==> src/rtl/pipeline_hazard_ctrl.sv <==
// pipeline_hazard_ctrl: forward selects, RAW/branch stall-flush and data-memory wait control
module pipeline_hazard_ctrl #(
  parameter int AW          = 5,
  parameter int FWD_EN      = 1,
  parameter int MEM_TIMEOUT = 255,
  parameter int CNT_W       = 32
) (
  input  logic             clk,
  input  logic             rst_n,
  input  logic [AW-1:0]    i_rs1_d,
  input  logic [AW-1:0]    i_rs2_d,
  input  logic [AW-1:0]    i_rs1_e,
  input  logic [AW-1:0]    i_rs2_e,
  input  logic [AW-1:0]    i_rd_e,
  input  logic [AW-1:0]    i_rd_m,
  input  logic [AW-1:0]    i_rd_w,
  input  logic             i_reg_wr_e,
  input  logic             i_reg_wr_m,
  input  logic             i_reg_wr_w,
  input  logic             i_mem_rd_e,
  input  logic             i_br_taken_e,
  input  logic             i_dmem_req_m,
  input  logic             i_dmem_ack_m,
  output logic             o_stall_f,
  output logic             o_stall_d,
  output logic             o_stall_e,
  output logic             o_stall_m,
  output logic             o_flush_d,
  output logic             o_flush_e,
  output logic             o_flush_w,
  output logic [1:0]       o_fwd_a,
  output logic [1:0]       o_fwd_b,
  output logic [CNT_W-1:0] o_stall_cnt,
  output logic             o_timeout_err
);
  localparam int WW = $clog2(MEM_TIMEOUT + 1);
  typedef enum logic {RUN, MEM_WAIT} state_t;
  state_t           r_state, w_next;
  logic [WW-1:0]    r_wait_cnt;
  logic [CNT_W-1:0] r_stall_cnt;
  logic             r_timeout;
  logic             w_wait, w_hit_e, w_hit_m, w_raw, w_tmo, w_fwd_on;
  assign w_wait   = r_state == MEM_WAIT;
  assign w_fwd_on = rst_n && FWD_EN != 0;
  assign w_tmo    = r_wait_cnt == WW'(MEM_TIMEOUT);
  assign w_hit_e  = i_reg_wr_e && i_rd_e != '0 && (i_rd_e == i_rs1_d || i_rd_e == i_rs2_d);
  assign w_hit_m  = i_reg_wr_m && i_rd_m != '0 && (i_rd_m == i_rs1_d || i_rd_m == i_rs2_d);
  // Without forwarding any producer still in E or M must drain before D may read
  assign w_raw    = FWD_EN != 0 ? (i_mem_rd_e && w_hit_e) : (w_hit_e || w_hit_m);
  assign o_fwd_a  = !w_fwd_on ? 2'b00 :
                    (i_reg_wr_m && i_rd_m != '0 && i_rd_m == i_rs1_e) ? 2'b01 :
                    (i_reg_wr_w && i_rd_w != '0 && i_rd_w == i_rs1_e) ? 2'b10 : 2'b00;
  assign o_fwd_b  = !w_fwd_on ? 2'b00 :
                    (i_reg_wr_m && i_rd_m != '0 && i_rd_m == i_rs2_e) ? 2'b01 :
                    (i_reg_wr_w && i_rd_w != '0 && i_rd_w == i_rs2_e) ? 2'b10 : 2'b00;
  assign o_stall_f = rst_n && (w_wait || (!i_br_taken_e && w_raw));
  assign o_stall_d = o_stall_f;
  assign o_stall_e = rst_n && w_wait;
  assign o_stall_m = o_stall_e;
  assign o_flush_w = o_stall_e;
  assign o_flush_d = !rst_n || (!w_wait && i_br_taken_e);
  assign o_flush_e = !rst_n || (!w_wait && (i_br_taken_e || w_raw));
  assign o_stall_cnt   = r_stall_cnt;
  assign o_timeout_err = r_timeout;
  always_comb begin
    w_next = r_state;
    if (!w_wait && i_dmem_req_m && !i_dmem_ack_m) w_next = MEM_WAIT;
    if (w_wait && (i_dmem_ack_m || w_tmo)) w_next = RUN;
  end
  always_ff @(posedge clk or negedge rst_n) begin
    if (!rst_n) begin
      r_state     <= RUN;
      r_wait_cnt  <= '0;
      r_stall_cnt <= '0;
      r_timeout   <= 1'b0;
    end else begin
      r_state    <= w_next;
      r_wait_cnt <= w_next == MEM_WAIT ? (w_wait ? r_wait_cnt + WW'(1) : WW'(1)) : '0;
      if (o_stall_f && ~&r_stall_cnt) r_stall_cnt <= r_stall_cnt + CNT_W'(1);
      if (w_wait && !i_dmem_ack_m && w_tmo) r_timeout <= 1'b1;
    end
  end
endmodule

==> config.mk <==
export PLATFORM = sky130hd
export DESIGN_NAME = pipeline_hazard_ctrl
export DESIGN_NICKNAME = d
export VERILOG_FILES = /design/src/rtl/pipeline_hazard_ctrl.sv
export SDC_FILE = /design/constraint.sdc
export NUM_CORES = 1
export LEC_CHECK = 0
export BUFFER_PORTS_ARGS = -buffer_cell sky130_fd_sc_hd__buf_2
export CAP_MARGIN = 25
export CORE_ASPECT_RATIO = 0.7
export CORE_MARGIN = 2
export CORE_UTILIZATION = 50
export CTS_BUF_LIST = sky130_fd_sc_hd__clkbuf_16
export DETAILED_ROUTE_END_ITERATION = 7
export PLACE_DENSITY = 0.8
export SKIP_LAST_GASP = 1
export SLEW_MARGIN = 10
export SYNTH_ARGS = -nofsm -noshare
export SYNTH_HDL_FRONTEND = slang
export SYNTH_SLANG_ARGS = --single-unit
export TNS_END_PERCENT = 100
==> constraint.sdc <==
create_clock -name clk -period 2.65 [get_ports clk]
set_input_delay 0.1325 -clock clk [delete_from_list [all_inputs] [get_ports clk]]
set_output_delay 0.1325 -clock clk [all_outputs]
set_load 0.005 [all_outputs]
==> results.sh, run 1 <==
export IMPL_status="finished clean"
export IMPL_fin_crit_ps=2490
export IMPL_worstPathMaxFanout=12
export IMPL_ir_drop_mv=0.408
export IMPL_firstDrtPassIters=4
export IMPL_max_stage_delay_ps=590
export IMPL_place_gp_congestion=0.913
export IMPL_ys_types=38
export IMPL_period_share_pct=93.9
export IMPL_antenna_found_initial=0
export IMPL_fin_setup_tns_ps=0
export IMPL_hold_viol=0
export IMPL_vias_per_cell=5.13
export IMPL_p_sw_w=0.000367
export IMPL_cts_buffer_depth=2
export IMPL_synth_area_per_cell_um2=9.68
export IMPL_whs_ps=22.7
export IMPL_ys_ff_latch=42
export IMPL_fin_util_pct=65.5
export IMPL_synth_fp_nets=299
export IMPL_maxCapViolCount=0
export IMPL_grt_max_degree=41
export IMPL_drt_first_iter_violations=161
export IMPL_wire_per_inst_um=13.5
export IMPL_portBuffers=87
export IMPL_multi_input_area_um2=1280
export IMPL_max_freq_mhz=402
export IMPL_slew_headroom_pct=56.3
export IMPL_num_vias=2129
export IMPL_die_area_um2=5480
export IMPL_ant_nets=0
export IMPL_dp_hpwl_mm=4.32
export IMPL_grt_pass1_vias=1989
export IMPL_critical_path_class="reg -> reg"
export IMPL_power_leakage_nw=1.56
export IMPL_p_per_area_nw_per_um2=473
export IMPL_syn_to_final_growth_pct=27.2
export IMPL_grtUsageTotal_pct=21.4
export IMPL_cts_sinks=42
export IMPL_rows=21
export IMPL_clk_pin_slew_ps=60
export IMPL_rsz0062_at_grt="false"
export IMPL_htreeDepth=2
export IMPL_arrival_ps=2640
export IMPL_layout_drive_gt1_share_pct=31.2
export IMPL_end_kind="flop"
export IMPL_ys_seq_area_share_pct=42.9
export IMPL_fin_worst_skew_ps=4.23
export IMPL_start_util_pct=51.5
export IMPL_drc=0
export IMPL_ff_latch_area_um2=1050
export IMPL_drv_slew=0
export IMPL_syn_cell_area_um2=2450
export IMPL_syn_inst=253
export IMPL_core_area_um2=4760
export IMPL_post_cts_buffers=0
export IMPL_nNetsFinal=391
export IMPL_p_int_w=0.00111
export IMPL_async_reset_ff_share_pct=100
export IMPL_cp_slowest_cell="or4_4"
export IMPL_cp_cell_sequence="nand3_4 -> or4_4 -> or4_1 -> o211ai_2 -> buf_4 -> nor3_1 -> xor2_1"
export IMPL_die_y_um=62.6
export IMPL_cp_data_required_time_ps=2810
export IMPL_grt_overflow=0
export IMPL_switching_share_pct=24.9
export IMPL_tightest_slew_ps=653
export IMPL_setup_viol=0
export IMPL_totalWireLength_mm=5.60
export IMPL_pin_count=88
export IMPL_numCtsBuffers=5
export IMPL_die_w_um=87.6
export IMPL_n_antenna_cell=0
export IMPL_pwr_share_clk_pct=39.8
export IMPL_share_comb_of_total_power_pct=13.3
export IMPL_ys_warn_count=0
export IMPL_clock_root_buffer="clkbuf_16"
export IMPL_start_kind="flop"
export IMPL_fill_cells=388
export IMPL_hold_class="in -> reg"
export IMPL_synth_edff_count=0
export IMPL_cts_tree="yes"
export IMPL_sequentialPowerShare_pct=46.9
export IMPL_ys_flop_type="dfrtp_1"
export IMPL_worstSkewPairLatency_ps=280
export IMPL_grt_first_pass_wirelength_mm=9.26
==> critical path, delay by kind of cell (launching register included) <==
kind,cells,cell delay [ps]
xor gates and xnor gates,1,160
DFF,1,440
and+or+nand+nor,4,1220
AOI/OAI and AO/OA,1,280
buffers and inverters,1,260
==> state kept, by name, indices dropped and copies added, names as in the netlist <==
| signal | flops |
|---|---|
| o_timeout_err | 1 |
| o_stall_cnt | 32 |
| r_state | 1 |
| r_wait_cnt | 8 |
==> stage by stage <==
step	worst slack [ps]	std cells	cell area, um2	total power [W]
after floorplan	310	253	2450	0.000789
after detailed placement	166	406	2960	0.000896
after CTS	30.6	415	3110	0.00148
final	161	415	3120	0.00147
after global placement	263	406	2960	0.000885
after global routing	10.3	415	3120	0.00154
==> routing by layer <==
layer	wire [um]	vias up	share of wire, %	global-route usage [%]
li1	-	1054	-	-
met1	2620	1004	47	30.3
met2	2620	64	47	33.5
met3	305	7	5.4	4.36
met4	63	0	1.1	6.15
met5	0	-	0	0
==> timing repair <==
action                                  in CTS  in global routing
resized for setup                            0                  1
hold endpoints to repair                     5                  0
hold buffers                                 1                  0
endpoints found under the setup margin       0                  2
==> cell usage in the layout, fill, tap and decap left out, types with 2 or more instances in the layout <==
cell type  synthesis  final
or3_1              4      4
and2_1             3      3
xor2_1            38     38
buf_4              4      3
or4_1              5      5
dfrtp_1           42     42
buf_2              1     87
nor3_1            14     14
nand3_1           17     17
ha_1               2      2
nor2_1            18     18
clkbuf_16          0      5
nand4_1            4      4
inv_1             14     15
and3_1             2      2
nand2_1           17     17
xnor2_1           29     29
nor4_1            17     17
==> synth_stat cells, drive strengths merged, types with 2 or more instances <==
cell / n / area, um2
nand4: 4 / 25.0
or4: 6 / 48.8
and2: 3 / 18.8
inv: 14 / 52.6
nor4: 17 / 106
o21ai: 2 / 10.0
and3: 2 / 12.5
nand2: 18 / 70.1
o211ai: 2 / 20.0
or3: 5 / 32.5
xor2: 38 / 333
nand3: 18 / 103
ha: 2 / 25.0
buf: 7 / 57.6
dfrtp: 42 / 1050
nor3: 14 / 70.1
nor2: 18 / 67.6
xnor2: 29 / 254
==> power by group through the flow <==
| stage | combinational (W) | clock [W] | sequential, W |
|---|---|---|---|
| final | 0.000195 | 0.000587 | 0.000690 |
| after floorplan | 0.0000925 | 0 | 0.000696 |
| after detailed placement | 0.000195 | 0 | 0.000701 |
| after CTS | 0.000197 | 0.000597 | 0.000690 |
| after global routing | 0.000219 | 0.000628 | 0.000694 |
| after global placement | 0.000186 | 0 | 0.000699 |
==> final cells by class <==
class	count	share of cell area, %
Inverter	14	1.69
Timing Repair Buffer	93	16.0
Clock buffer	5	4.02
Clock inverter	3	0.562
Sequential cell	42	33.7
Tap cell	69	2.77
Multi-Input combinational cell	189	41.2
==> kinds of logic (layout without fill, tap and decap cells) <==
group / Yosys count / in the layout / share of synthesized area [%]
flops: 42 / 42 / 42.9
simple gates: 107 / 107 / 23.2
compound gates: 12 / 12 / 3.78
mux: 1 / 1 / 0.460
fa+ha+maj: 2 / 2 / 1.02
xor+xnor: 67 / 67 / 24.0
buf+inv: 22 / 115 / 4.65
==> worst paths after layout <==
check,start,depth (start not counted),to,slack [ps]
worst max-delay path,o_stall_cnt[7]$_DFFE_PN0P_,7,o_stall_cnt[7]$_DFFE_PN0P_,160
worst max register to register,o_stall_cnt[7]$_DFFE_PN0P_,7,o_stall_cnt[7]$_DFFE_PN0P_,160
worst min-delay path,i_dmem_ack_m,2,r_state$_DFF_PN0_,20
max in group asynchronous,rst_n,3,o_stall_cnt[4]$_DFFE_PN0P_,1800
worst min register to register,o_timeout_err$_DFFE_PN0P_,1,o_timeout_err$_DFFE_PN0P_,460
min in group asynchronous,rst_n,2,o_stall_cnt[26]$_DFFE_PN0P_,260
Note: power is estimated with default switching activity, not from simulation.
==> inputs of run 2 (changes only) <==
CORE_UTILIZATION = 45   (was 50)
PLACE_DENSITY = 0.76   (was 0.8)
clock period = 2.1 ns   (was 2.65 ns; I/O delays follow)
==> run 2 against run 1 <==
Sequential share of layout area decreased by 4.8 points. Non-clock buffer count increased by 50. Critical endpoint is now o_stall_cnt[1]$_DFFE_PN0P_. Largest power group unchanged. The run now ends with negative setup slack left. Clock power grew 23%.
==> results.sh, run 2 (synthesis results as in run 1) <==
export IMPL_status="finished, violations left"
export IMPL_violations="negative setup slack"
export IMPL_rows=22
export IMPL_max_stage_delay_ps=560
export IMPL_vias_per_cell=5.03
export IMPL_final_cell_mix="88 x buf_2, 46 x buf_4, 42 x dfrtp_1"
export IMPL_clk_pin_slew_ps=60
export IMPL_wire_per_inst_um=14.0
export IMPL_cts_buffer_depth=2
export IMPL_share_comb_of_total_power_pct=18.8
export IMPL_grt_first_pass_wirelength_mm=10.8
export IMPL_die_y_um=65.7
export IMPL_cts_tree="yes"
export IMPL_syn_to_final_growth_pct=48.4
export IMPL_use_met1_pct=30.3
export IMPL_busiest_layer="met2"
export IMPL_die_w_um=92.2
export IMPL_post_place_ws_ps=-163
export IMPL_max_freq_mhz=463
export IMPL_cts_sinks=42
export IMPL_start_util_pct=46.6
export IMPL_cp_slowest_cell="or4_4"
export IMPL_grtUsageTotal_pct=22.6
export IMPL_p_int_w=0.00147
export IMPL_period_share_pct=103
export IMPL_grt_pass1_vias=2322
export IMPL_hold_class="in -> reg"
export IMPL_drv_slew=0
export IMPL_num_vias=2353
export IMPL_p_sw_w=0.000479
export IMPL_largest_register_ffs=32
export IMPL_worst_slack_ps=-59.3
export IMPL_layout_drive_gt1_share_pct=44.4
export IMPL_critical_path_class="reg -> reg"
export IMPL_dp_hpwl_mm=4.94
export IMPL_rsz0062_at_grt="true"
export IMPL_start_kind="flop"
export IMPL_ir_drop_mv=0.435
export IMPL_power_w=0.00195
export IMPL_ant_nets=0
export IMPL_cp_data_required_time_ps=2260
export IMPL_final_common_cell="buf_2"
export IMPL_drt_first_iter_violations=104
export IMPL_grtUsageMet2_pct=38.1
export IMPL_p_per_area_nw_per_um2=535
export IMPL_nNetsFinal=441
export IMPL_grt_max_degree=41
export IMPL_end_kind="flop"
export IMPL_hold_viol=0
export IMPL_slew_headroom_pct=66.5
export IMPL_fin_worst_skew_ps=4.66
export IMPL_fin_setup_tns_ps=-476
export IMPL_fin_crit_ps=2160
export IMPL_totalWireLength_mm=6.56
export IMPL_numCtsBuffers=5
export IMPL_htreeDepth=2
export IMPL_crit_family="simple AND/OR/NAND/NOR gates"
export IMPL_cp_cell_sequence="nand4_1 -> or3_4 -> or4_4 -> o211ai_4 -> buf_12 -> mux2_4"
export IMPL_antenna_found_initial=0
export IMPL_worstPathMaxFanout=6
export IMPL_fin_util_pct=69.1
export IMPL_drc=0
export IMPL_pwr_share_clk_pct=37.2
export IMPL_grt_overflow=0
export IMPL_portBuffers=87
export IMPL_switching_share_pct=24.6
export IMPL_n_antenna_cell=0
export IMPL_setup_viol=15
export IMPL_place_gp_congestion=0.922
export IMPL_firstDrtPassIters=4
export IMPL_pin_count=88
export IMPL_power_leakage_nw=1.84
export IMPL_use_met3_pct=4.47
export IMPL_worstSkewPairLatency_ps=280
export IMPL_die_area_um2=6060
export IMPL_clock_root_buffer="clkbuf_16"
export IMPL_critPathBufInv=1
export IMPL_maxCapViolCount=0
export IMPL_arrival_ps=2320
export IMPL_sequentialPowerShare_pct=44.0
export IMPL_core_area_um2=5260
export IMPL_tightest_slew_ps=502
-- run 2: changes by cell type in the layout (fill, tap and decap cells not counted), moves of 6 or more --
cell	change
buf_6	+6
nor3_2	+6
nor4_2	+6
nor4_1	-6
buf_4	+43
nor3_1	-7
-- run 2: path summary, 6_finish.rpt --
path	to	slack, ps	cells past startpoint	start
max	o_stall_cnt[1]$_DFFE_PN0P_	-60	6	o_stall_cnt[30]$_DFFE_PN0P_
min	r_state$_DFF_PN0_	10	2	i_dmem_ack_m
max reg2reg	o_stall_cnt[1]$_DFFE_PN0P_	-60	6	o_stall_cnt[30]$_DFFE_PN0P_
min reg2reg	o_timeout_err$_DFFE_PN0P_	470	1	o_timeout_err$_DFFE_PN0P_
max in group asynchronous	o_stall_cnt[6]$_DFFE_PN0P_	1150	3	rst_n
min in group asynchronous	o_stall_cnt[26]$_DFFE_PN0P_	220	2	rst_n
-- run 2: stage by stage --
step                std cells  instance area, um2  hold slack, ps
floorplan                 253                2510            -191
detailed placement        453                3360           -62.0
global placement          453                3360           -65.1
global route              468                3630            11.2
CTS                       467                3580            2.65
finish                    468                3630            9.62
-- run 2: power groups by stage --
stage | registers [W] | clock network (W) | logic (W)
2_1_floorplan | 0.000878 | 0 | 0.000119
3_3_place_gp | 0.000867 | 0 | 0.000293
3_5_place_dp | 0.000868 | 0 | 0.000299
4_1_cts | 0.000856 | 0.000729 | 0.000336
5_1_grt | 0.000859 | 0.000769 | 0.000402
6_report | 0.000857 | 0.000723 | 0.000366
-- run 2: layout make-up --
class                   instances  area [um2]
flip-flops and latches         42        1050
well taps                      72        90.1
clock buffers                   5         125
repair buffers                143         895
inverters                      14        52.6
multi-input cells             189        1410
fillers                       398        1620
clock inverters                 3        12.5
-- run 2: routing by layer --
metal / up-vias / wire (um)
li1: 1151 / -
met1: 1131 / 2990
met2: 65 / 3230
met3: 6 / 297
met4: 0 / 38
met5: - / 0
-- run 2: what timing repair did --
| action | in CTS | in global routing |
|---|---|---|
| buffers inserted | 4 | 1 |
| pin swaps | 2 | 4 |
| gates cloned | 1 | 0 |
| setup endpoints to repair | 23 | 31 |
| hold buffers | 1 | 0 |
| endpoints found under the hold margin | 2 | 0 |
| gates resized for setup | 10 | 9 |
-- run 2: worst reg2reg max path, delay by kind of cell (launching register included) --
family	cells	cell delay (ps)
multiplexers	1	290
buffers and inverters	1	170
flip-flops	1	340
AO/OA/AOI/OAI	1	140
AND/OR/NAND/NOR	3	1100
